--- config.mk ---
export PLATFORM = sky130hd
export DESIGN_NAME = ma_load_store
export DESIGN_NICKNAME = d
export VERILOG_FILES = /design/src/rtl/ma_pkg.sv /design/src/rtl/load_align.sv /design/src/rtl/ma_load_store.sv
export SDC_FILE = /design/constraint.sdc
export NUM_CORES = 1
export LEC_CHECK = 0
export ABC_AREA = 0
export BUFFER_PORTS_ARGS = -buffer_cell sky130_fd_sc_hd__buf_2
export CORE_ASPECT_RATIO = 0.75
export CORE_UTILIZATION = 45
export DETAILED_ROUTE_END_ITERATION = 10
export GPL_ROUTABILITY_DRIVEN = 0
export PLACE_DENSITY = 0.86
export SLEW_MARGIN = 10
export SYNTH_ARGS = -nofsm -noshare
export SYNTH_HDL_FRONTEND = slang
export SYNTH_SLANG_ARGS = --single-unit
export TNS_END_PERCENT = 10
--- constraint.sdc ---
create_clock -name clk -period 1.6 [get_ports clk]
set_input_delay 0.16 -clock clk [delete_from_list [all_inputs] [get_ports clk]]
set_output_delay 0.16 -clock clk [all_outputs]
set_load 0.05 [all_outputs]
--- src/rtl/ma_pkg.sv ---
`default_nettype none
// +-----------------------------------------------------------------------------+
// | Module   : ma_pkg                                                           |
// | Brief    : Shared constants and M1 slot layout for the MA load/store stage  |
// | Revision : 1.0 - initial release                                            |
// +-----------------------------------------------------------------------------+
package ma_pkg;

   localparam int ADDR_W_DEFAULT = 12;
   localparam int XLEN_DEFAULT   = 32;

   // RV32I funct3 encodings for loads and stores
   localparam logic [2:0] F3_LB  = 3'b000;
   localparam logic [2:0] F3_LH  = 3'b001;
   localparam logic [2:0] F3_LW  = 3'b010;
   localparam logic [2:0] F3_LBU = 3'b100;
   localparam logic [2:0] F3_LHU = 3'b101;
   localparam logic [2:0] F3_SB  = 3'b000;
   localparam logic [2:0] F3_SH  = 3'b001;
   localparam logic [2:0] F3_SW  = 3'b010;

   // One in-flight op between the RAM address cycle and the data cycle
   typedef struct packed {
      logic        valid;
      logic        load;
      logic [2:0]  funct3;
      logic [1:0]  lo;
      logic [4:0]  rd;
      logic        fault;
      logic [31:0] addr;
   } m1_slot_t;

   // Encodings with no RV32I load/store meaning
   function automatic logic f3_illegal(input logic [2:0] f3);
      return (f3 == 3'b011) || (f3 == 3'b110) || (f3 == 3'b111);
   endfunction

endpackage
`default_nettype wire

--- src/rtl/load_align.sv ---
`default_nettype none
// +-----------------------------------------------------------------------------+
// | Module   : load_align                                                       |
// | Brief    : Selects byte/half lanes from a RAM word and sign/zero-extends    |
// | Revision : 1.0 - initial release                                            |
// +-----------------------------------------------------------------------------+
module load_align
   import ma_pkg::*;
(
   input  logic [31:0] rdata,
   input  logic [2:0]  funct3,
   input  logic [1:0]  a_lo,
   output logic [31:0] data
);

   logic [7:0]  w_byte;
   logic [15:0] w_half;

   // Lane select followed by extension chosen by the load type
   always_comb begin
      case (a_lo)
         2'd0:    w_byte = rdata[7:0];
         2'd1:    w_byte = rdata[15:8];
         2'd2:    w_byte = rdata[23:16];
         default: w_byte = rdata[31:24];
      endcase
      w_half = a_lo[1] ? rdata[31:16] : rdata[15:0];
      data   = '0;
      case (funct3)
         F3_LB:   data = {{24{w_byte[7]}}, w_byte};
         F3_LH:   data = {{16{w_half[15]}}, w_half};
         F3_LW:   data = rdata;
         F3_LBU:  data = {24'd0, w_byte};
         F3_LHU:  data = {16'd0, w_half};
         default: data = '0;
      endcase
   end

endmodule
`default_nettype wire

--- src/rtl/ma_load_store.sv ---
`default_nettype none
// +-----------------------------------------------------------------------------+
// | Module   : ma_load_store                                                    |
// | Brief    : MA-stage load/store controller with stallable M1->M2 pipe        |
// | Revision : 1.0 - initial release                                            |
// +-----------------------------------------------------------------------------+
module ma_load_store
   import ma_pkg::*;
#(
   parameter int ADDR_W = ADDR_W_DEFAULT,
   parameter int XLEN   = XLEN_DEFAULT
)
(
   input  logic              clk,
   input  logic              rst_n,
   input  logic              ex_valid,
   output logic              ex_ready,
   input  logic              ex_load,
   input  logic              ex_store,
   input  logic [2:0]        ex_funct3,
   input  logic [XLEN-1:0]   ex_addr,
   input  logic [XLEN-1:0]   ex_wdata,
   input  logic [4:0]        ex_rd,
   output logic [ADDR_W-1:0] ram_radr,
   input  logic [XLEN-1:0]   ram_rdata,
   output logic [ADDR_W-1:0] ram_wadr,
   output logic [XLEN-1:0]   ram_wdata,
   output logic [3:0]        ram_wen,
   output logic              wb_valid,
   input  logic              wb_stall,
   output logic              wb_we,
   output logic [4:0]        wb_rd,
   output logic [XLEN-1:0]   wb_data,
   output logic              ma_fault,
   output logic [XLEN-1:0]   ma_fault_adr
);

   logic        w_accept;
   logic        w_fault;
   logic [3:0]  w_lane;
   m1_slot_t    w_m1_next;
   m1_slot_t    r_m1;
   logic        r_m1_cap;
   logic [31:0] r_m1_rdata;
   logic [31:0] w_align_src;
   logic [31:0] w_ld_data;
   logic        w_m1_ld_ok;

   // Reset low also blocks acceptance, which keeps RAM writes off during reset
   assign ex_ready = rst_n & ~wb_stall;
   assign w_accept = ex_valid & ex_ready & (ex_load | ex_store);

   // Read and write share the word address of the op being accepted
   assign ram_radr = ex_addr[ADDR_W+1:2];
   assign ram_wadr = ex_addr[ADDR_W+1:2];

   // Misalignment / illegal-encoding decode for the incoming op
   always_comb begin
      w_fault = f3_illegal(ex_funct3);
      if ((ex_funct3[1:0] == 2'b01) && ex_addr[0])
         w_fault = 1'b1;
      if ((ex_funct3[1:0] == 2'b10) && (ex_addr[1:0] != 2'b00))
         w_fault = 1'b1;
   end

   // Store lane enables and lane-replicated write data
   always_comb begin
      w_lane    = 4'b1111;
      ram_wdata = ex_wdata;
      case (ex_funct3)
         F3_SB: begin
            w_lane    = 4'b0001 << ex_addr[1:0];
            ram_wdata = {4{ex_wdata[7:0]}};
         end
         F3_SH: begin
            w_lane    = ex_addr[1] ? 4'b1100 : 4'b0011;
            ram_wdata = {2{ex_wdata[15:0]}};
         end
         default: begin
            w_lane    = 4'b1111;
            ram_wdata = ex_wdata;
         end
      endcase
      ram_wen = (w_accept && ex_store && !w_fault) ? w_lane : 4'b0000;
   end

   // Next M1 contents; a bubble leaves the slot fully cleared
   always_comb begin
      w_m1_next = '0;
      if (w_accept) begin
         w_m1_next.valid  = 1'b1;
         w_m1_next.load   = ex_load;
         w_m1_next.funct3 = ex_funct3;
         w_m1_next.lo     = ex_addr[1:0];
         w_m1_next.rd     = ex_rd;
         w_m1_next.fault  = w_fault;
         w_m1_next.addr   = ex_addr;
      end
   end

   // RAM output follows the moving read address, so a stalled load uses its snapshot
   assign w_align_src = r_m1_cap ? r_m1_rdata : ram_rdata;
   assign w_m1_ld_ok  = r_m1.valid & r_m1.load & ~r_m1.fault;

   load_align u_load_align (
      .rdata  (w_align_src),
      .funct3 (r_m1.funct3),
      .a_lo   (r_m1.lo),
      .data   (w_ld_data)
   );

   // M1 slot: advance when WB is free, otherwise hold and snapshot pending load data once
   always_ff @(posedge clk or negedge rst_n) begin
      if (!rst_n) begin
         r_m1       <= '0;
         r_m1_cap   <= 1'b0;
         r_m1_rdata <= '0;
      end else if (wb_stall) begin
         if (r_m1.valid && r_m1.load && !r_m1_cap) begin
            r_m1_rdata <= ram_rdata;
            r_m1_cap   <= 1'b1;
         end
      end else begin
         r_m1     <= w_m1_next;
         r_m1_cap <= 1'b0;
      end
   end

   // M2 slot: registered result presented to WB, held while WB stalls
   always_ff @(posedge clk or negedge rst_n) begin
      if (!rst_n) begin
         wb_valid     <= 1'b0;
         wb_we        <= 1'b0;
         wb_rd        <= '0;
         wb_data      <= '0;
         ma_fault     <= 1'b0;
         ma_fault_adr <= '0;
      end else if (!wb_stall) begin
         wb_valid     <= r_m1.valid;
         wb_we        <= w_m1_ld_ok;
         wb_rd        <= r_m1.rd;
         wb_data      <= w_m1_ld_ok ? w_ld_data : '0;
         ma_fault     <= r_m1.valid & r_m1.fault;
         ma_fault_adr <= (r_m1.valid && r_m1.fault) ? r_m1.addr : '0;
      end
   end

endmodule
`default_nettype wire

**Yosys cells after proc, flatten, opt, wreduce, memory -nomap -nowiden**

Index checks and enable logic that the tools add are counted.

- Multiplexer cells: 15
- Equality and inequality tests: 13
- Shift-type cells: 1
- Bitwise logic cells: 9
- Reduce and logical (&&, ||, !) cells: 16

Operators with widths:

| kind | count |
|---|---|
| case mux 32 bit (5 select lines) | 1 |
| 2-to-1 mux 32 bit | 3 |
| case mux 32 bit (2 select lines) | 1 |
| 2-to-1 mux 45 bit | 1 |
| case mux 8 bit (3 select lines) | 1 |
| 2-to-1 mux 16 bit | 1 |
| equality test 3 bit (second input constant) | 4 |
| 2-to-1 mux 4 bit | 2 |
| case mux 4 bit (2 select lines) | 1 |
| logical AND 1 bit | 7 |
| AND 1 bit | 6 |
| equality test 3 x 1 -> 1 bit (second input constant) | 2 |
| equality test 3 x 2 -> 1 bit (second input constant) | 2 |
| zero test 3 bit | 2 |
| equality test 2 x 1 -> 1 bit (second input constant) | 2 |
| equality test 2 bit (second input constant) | 2 |
| 2-to-1 mux 1 bit | 4 |
| << shifter 1 x 2 -> 4 bit (first input constant) | 1 |
| zero test 1 bit | 2 |
| zero test 2 bit | 1 |
| logical OR 1 bit | 2 |
| inequality test 2 x 1 -> 1 bit (second input constant) | 1 |
| NOT 1 bit | 2 |
| AND reduction 2 bit | 1 |
| other kinds (2) | 2 |

- Output and inout bits: 133
- Register bits after elaboration: 150
- Bits of input ports: 110
- Word-level logic and storage cells: 69

**Depth between registers and ports, before layout**

- Word-level depth: 8
- Depth in mapped cells: 7
- Gate-level depth less buffers: 4

**Hierarchy**

A second synthesis with hierarchy kept.

- Cells, all modules: 599
- Area total of the unflattened synthesis: 7419.6 µm²

Modules (own cells, without submodules):

| module | instances | cells an instance | area an instance (µm²) |
|---|---|---|---|
| ma_load_store | 1 | 466 | 6374.9 |
| load_align | 1 | 133 | 1044.8 |

**Least setup slack after synthesis**

Ideal clock, no wire load.

- Path type: input-to-output
- From: input port rst_n
- To: output port ram_wen[0]
- Arrival time: 2320 ps
- Cell stages on the path: 5
- Setup slack: -880 ps
- Cell sequence: nor2b_1 o211a_1 clkbuf_1 nand3b_1 a21oi_1

- Cells in the longest elaborated chain, start to end: 6

RTL lines:

| what | RTL line | source |
|---|---|---|
| start, declared | ma_load_store.sv:15 | `input logic rst_n,` |
| AND 1 bit | ma_load_store.sv:50 | `assign ex_ready = rst_n & ~wb_stall;` |
| AND 1 bit (2 in a row) | ma_load_store.sv:51 | `assign w_accept = ex_valid & ex_ready & (ex_load \| ex_store);` |
| logical AND 1 bit (2 in a row) | ma_load_store.sv:84 | `ram_wen = (w_accept && ex_store && !w_fault) ? w_lane : 4'b0000;` |
| 2-to-1 mux 4 bit | ma_load_store.sv:84 |  |
| end, declared | ma_load_store.sv:28 | `output logic [3:0] ram_wen,` |

No other way between the ends.

**Worst setup path after layout**

- From: register r_m1_cap
- To: register wb_data[14]

- Cells in the longest elaborated chain, start to end: 4

RTL lines:

| what | RTL line | source |
|---|---|---|
| start, declared | ma_load_store.sv:43 | `logic r_m1_cap;` |
| start signal, assigned | ma_load_store.sv:116 | `r_m1_cap <= 1'b0;` |
| start signal, assigned | ma_load_store.sv:121 | `r_m1_cap <= 1'b1;` |
| start signal, assigned | ma_load_store.sv:125 | `r_m1_cap <= 1'b0;` |
| 2-to-1 mux 32 bit (*) | ma_load_store.sv:102 | `assign w_align_src = r_m1_cap ? r_m1_rdata : ram_rdata;` |
| case mux 8 bit (3 select lines) or 2-to-1 mux 16 bit (tied branches) | load_align.sv:21, load_align.sv:27 |  |
| case mux 32 bit (5 select lines) (*) | load_align.sv:29 | `case (funct3)` |
| 2-to-1 mux 32 bit (*) | ma_load_store.sv:142 | `wb_data <= w_m1_ld_ok ? w_ld_data : '0;` |
| end signal, assigned | ma_load_store.sv:142 |  |
| end, declared | ma_load_store.sv:33 | `output logic [XLEN-1:0] wb_data,` |

Mark *: on every way between the ends. The rest lies on a longest branch, timed or not.
A chain may end at the register's enable or synchronous reset.

==> summary.md <==
| Metric | Value |
|---|---|
| Sequential cell area | `3705 um^2` |
| YS warnings | `0` |
| DRT Pass-1 Iters | `5` |
| Critical path arrival | `2150 ps` |
| Std cell rows | `38` |
| Clock sink total | `148` |
| Critical path origin | `r_m1_cap` |
| Synth cell count leaders | `dfrtp_1, a22o_1, mux2_2` |
| Final wirelength | `19940 um` |
| Setup Skew | `10.21 ps` |
| Status | `complete, but fails checks` |
| PD cells | `1033 nW/um^2` |
| DRC | `0` |
| Flop2flop setup slack | `-270 ps` |
| Count leader, synth | `dfrtp_1` |
| Max FO, Critical Path | `8` |
| Most used DFF post-synth | `dfrtp_1` |
| Pre-CTS setup slack | `-548.2 ps` |
| Post-DP HPWL | `13120 um` |
| Share of cells above drive strength 1 | `0.5124` |
| RSZ-0062 raised after global routing | `yes` |
| Layout net count | `944` |
| I/O Buffers | `242` |
| Max cap viols | `0` |
| Routed vias/inst | `5.453` |
| Area growth syn-to-layout | `43.98%` |
| Final Hold Viols | `0` |
| Clk_lat worst skew | `410 ps` |
| Worst Tran Pin Value | `812.5 ps` |
| Final core utilization | `0.6704` |
| Max Clk Rate | `0.5339 GHz` |
| Critical path class | `reg2reg` |
| VDD IR max | `0.0005868 V` |
| Final Max Tran Viols | `0` |
| Design area | `9786 um^2` |
| Global-route wire length before repair | `30320 um` |
| H-tree levels | `4` |
| Cell Area, Placed | `8419 um^2` |
| Die height | `108.4 um` |
| CTS root buffer | `clkbuf_16` |
| Ports | `243` |
| Crit. End Element | `register` |
| Vias | `5726` |
| Clock tree from TritonCTS | `yes` |
| Grt ovf | `0` |
| Leakage | `0.005067 uW` |
| DRT iter0 DRCs | `456` |
| Req. time, crit path | `1880 ps` |
| Register area share after synthesis | `0.5449` |
| Top cells by area, synth | `dfrtp_1, mux2_2, a22o_1` |
| Die area | `15600 um^2` |
| Worst setup SP type | `register` |
| R2R depth | `5` |
| TritonCTS buffer count | `17` |
| Mapped Area | `6797 um^2` |
| Yosys top cell area share | `0.5449` |
| Total power | `10110 uW` |
| Worst R2R Start | `r_m1_cap` |
| Die width | `143.9 um` |
| # fillers | `1039` |
| Largest net degree at the start of global routing | `149` |
| Wire per inst | `18.99 um` |
| Worst setup margin | `-273.1 ps` |
| Synth Register Bits | `148` |
| Worst hold path type | `in2reg` |
| Clock transition at path regs | `60 ps` |
| Period minus WS final | `1873 ps` |
| Cell taking the most area after synthesis | `dfrtp_1` |
| Multi-input gate area | `2885 um^2` |
| CTS Buffer Depth | `2` |
| Antenna violations before repair | `3` |
| DP Cell Count | `952` |
| Gr usage total | `0.2572` |
| Syn_area_per_cell | `12.82 um^2` |
| Final std cells w/o fill | `1050` |
| Tcrit/Tclk final | `1.171` |
| CP Capture Point | `wb_data[14]` |
| Crit Reg-Reg Endpoint | `wb_data[14]` |
| Setup violators final | `32` |
| Post-Synthesis Cells | `530` |
| Post-DRT Antenna Nets | `0` |
| EDFF count, synth | `0` |
| Failing checks | `negative setup slack` |
| FFs w/ async S/R, synth | `1.000` |
| Initial Utilization | `0.4656` |
| Rel. slew slack | `0.4583` |
| Syn nets | `640` |
| Core Area | `14600 um^2` |
| Vias in the first global route | `5826` |
| Distinct cells, synth | `45` |
## cell type report
type                    instances  share of cell area
repair buffers                355              0.2331
flip-flops and latches        148              0.3786
multi-input cells             311              0.2948
clock buffers                  18             0.04386
well taps                     200             0.02557
diodes                          3           0.0007672
inverters                       1           0.0003836
clock inverters                14             0.02289
## per-layer routing
metal,up-vias,routed length [um],global-route usage
li1,2580,-,-
met1,2839,8267,0.3220
met2,264,10020,0.4293
met3,43,1161,0.05403
met4,0,491,0.1147
met5,-,0,0
## per-stage QoR
stage / TNS, ps / hold WS, ps
final: -6222 / 11.61
after global routing: -8037 / 1.849
after CTS: -5451 / 0.04999
after detailed placement: -12950 / 380.5
after global placement: -10800 / 376.5
after floorplan: -1611 / -135.6
## kinds of logic (layout without fill, tap and decap cells)
family	after synthesis	after routing	synth area share
AND/OR/NAND/NOR	67	67	0.05081
buffers and inverters	71	388	0.06130
flip-flops	148	148	0.5449
multiplexers	104	104	0.1701
other	0	3	0
AO/OA/AOI/OAI	140	140	0.1729
## flip-flops by register name, indices dropped and copies added, names as in the netlist
signal / flops
r_m1: 43
ma_fault_adr: 32
ma_fault: 1
wb_valid: 1
wb_we: 1
r_m1_rdata: 32
wb_data: 32
r_m1_cap: 1
wb_rd: 5
## worst min path at each step
stage | cells after the start | endpoint | slack (ps) | startpoint
2_1_floorplan | 0 | ma_fault | -140 | rst_n
3_3_place_gp | 2 | r_m1[36] | 380 | ex_rd[3]
3_5_place_dp | 2 | r_m1[21] | 380 | ex_addr[21]
4_1_cts | 2 | r_m1_rdata[27] | 0.05 | ram_rdata[27]
5_1_grt | 2 | r_m1_rdata[0] | 2 | ram_rdata[0]
6_report | 2 | r_m1_rdata[11] | 10 | ram_rdata[11]
## power breakdown
| part | switching [uW] | total (uW) | internal (uW) |
|---|---|---|---|
| Sequential | 125 | 4090 | 3960 |
| Clock | 1610 | 4410 | 2790 |
| Combinational | 969 | 1620 | 646 |
## repair_timing
item,CTS,global route
hold buffers,59,1
buffers inserted,2,1
cloned,0,0
pin swaps,8,1
endpoints found under the hold margin,206,1
resized for setup,11,9
setup endpoints to repair,32,36
## cells in the final DEF, fill, tap and decap left out, types with 3 or more instances in the layout
master         synthesis  layout
buf_2                  6     236
dfrtp_1              148     147
a22o_1                74      74
mux2_2                72      70
dlygate4sd3_1          0      60
buf_4                 32      48
mux2i_1               30      29
nand2_1               26      26
nor2_1                22      20
clkbuf_16              0      17
a21oi_4                0      12
a22oi_1                8       8
a211o_1                7       7
a32oi_1                7       7
a221o_1                6       6
bufinv_16              0       5
buf_6                  3       5
o21ai_0                4       4
o2111ai_2              0       4
inv_6                  0       4
diode_2                0       3
a21oi_1               15       3
a221o_2                3       3
o2111ai_1              7       3
clkinv_4               0       3
clkbuf_4               0       3
buf_12                 0       3
## worst max-delay path: stages, from the launching register on
cell       delay (ps)
dfrtp_2           480
buf_6             140
mux2_4            300
mux4_2            530
nand3b_4          170
o2111ai_2         120
Power figures use the tool's default switching activity.
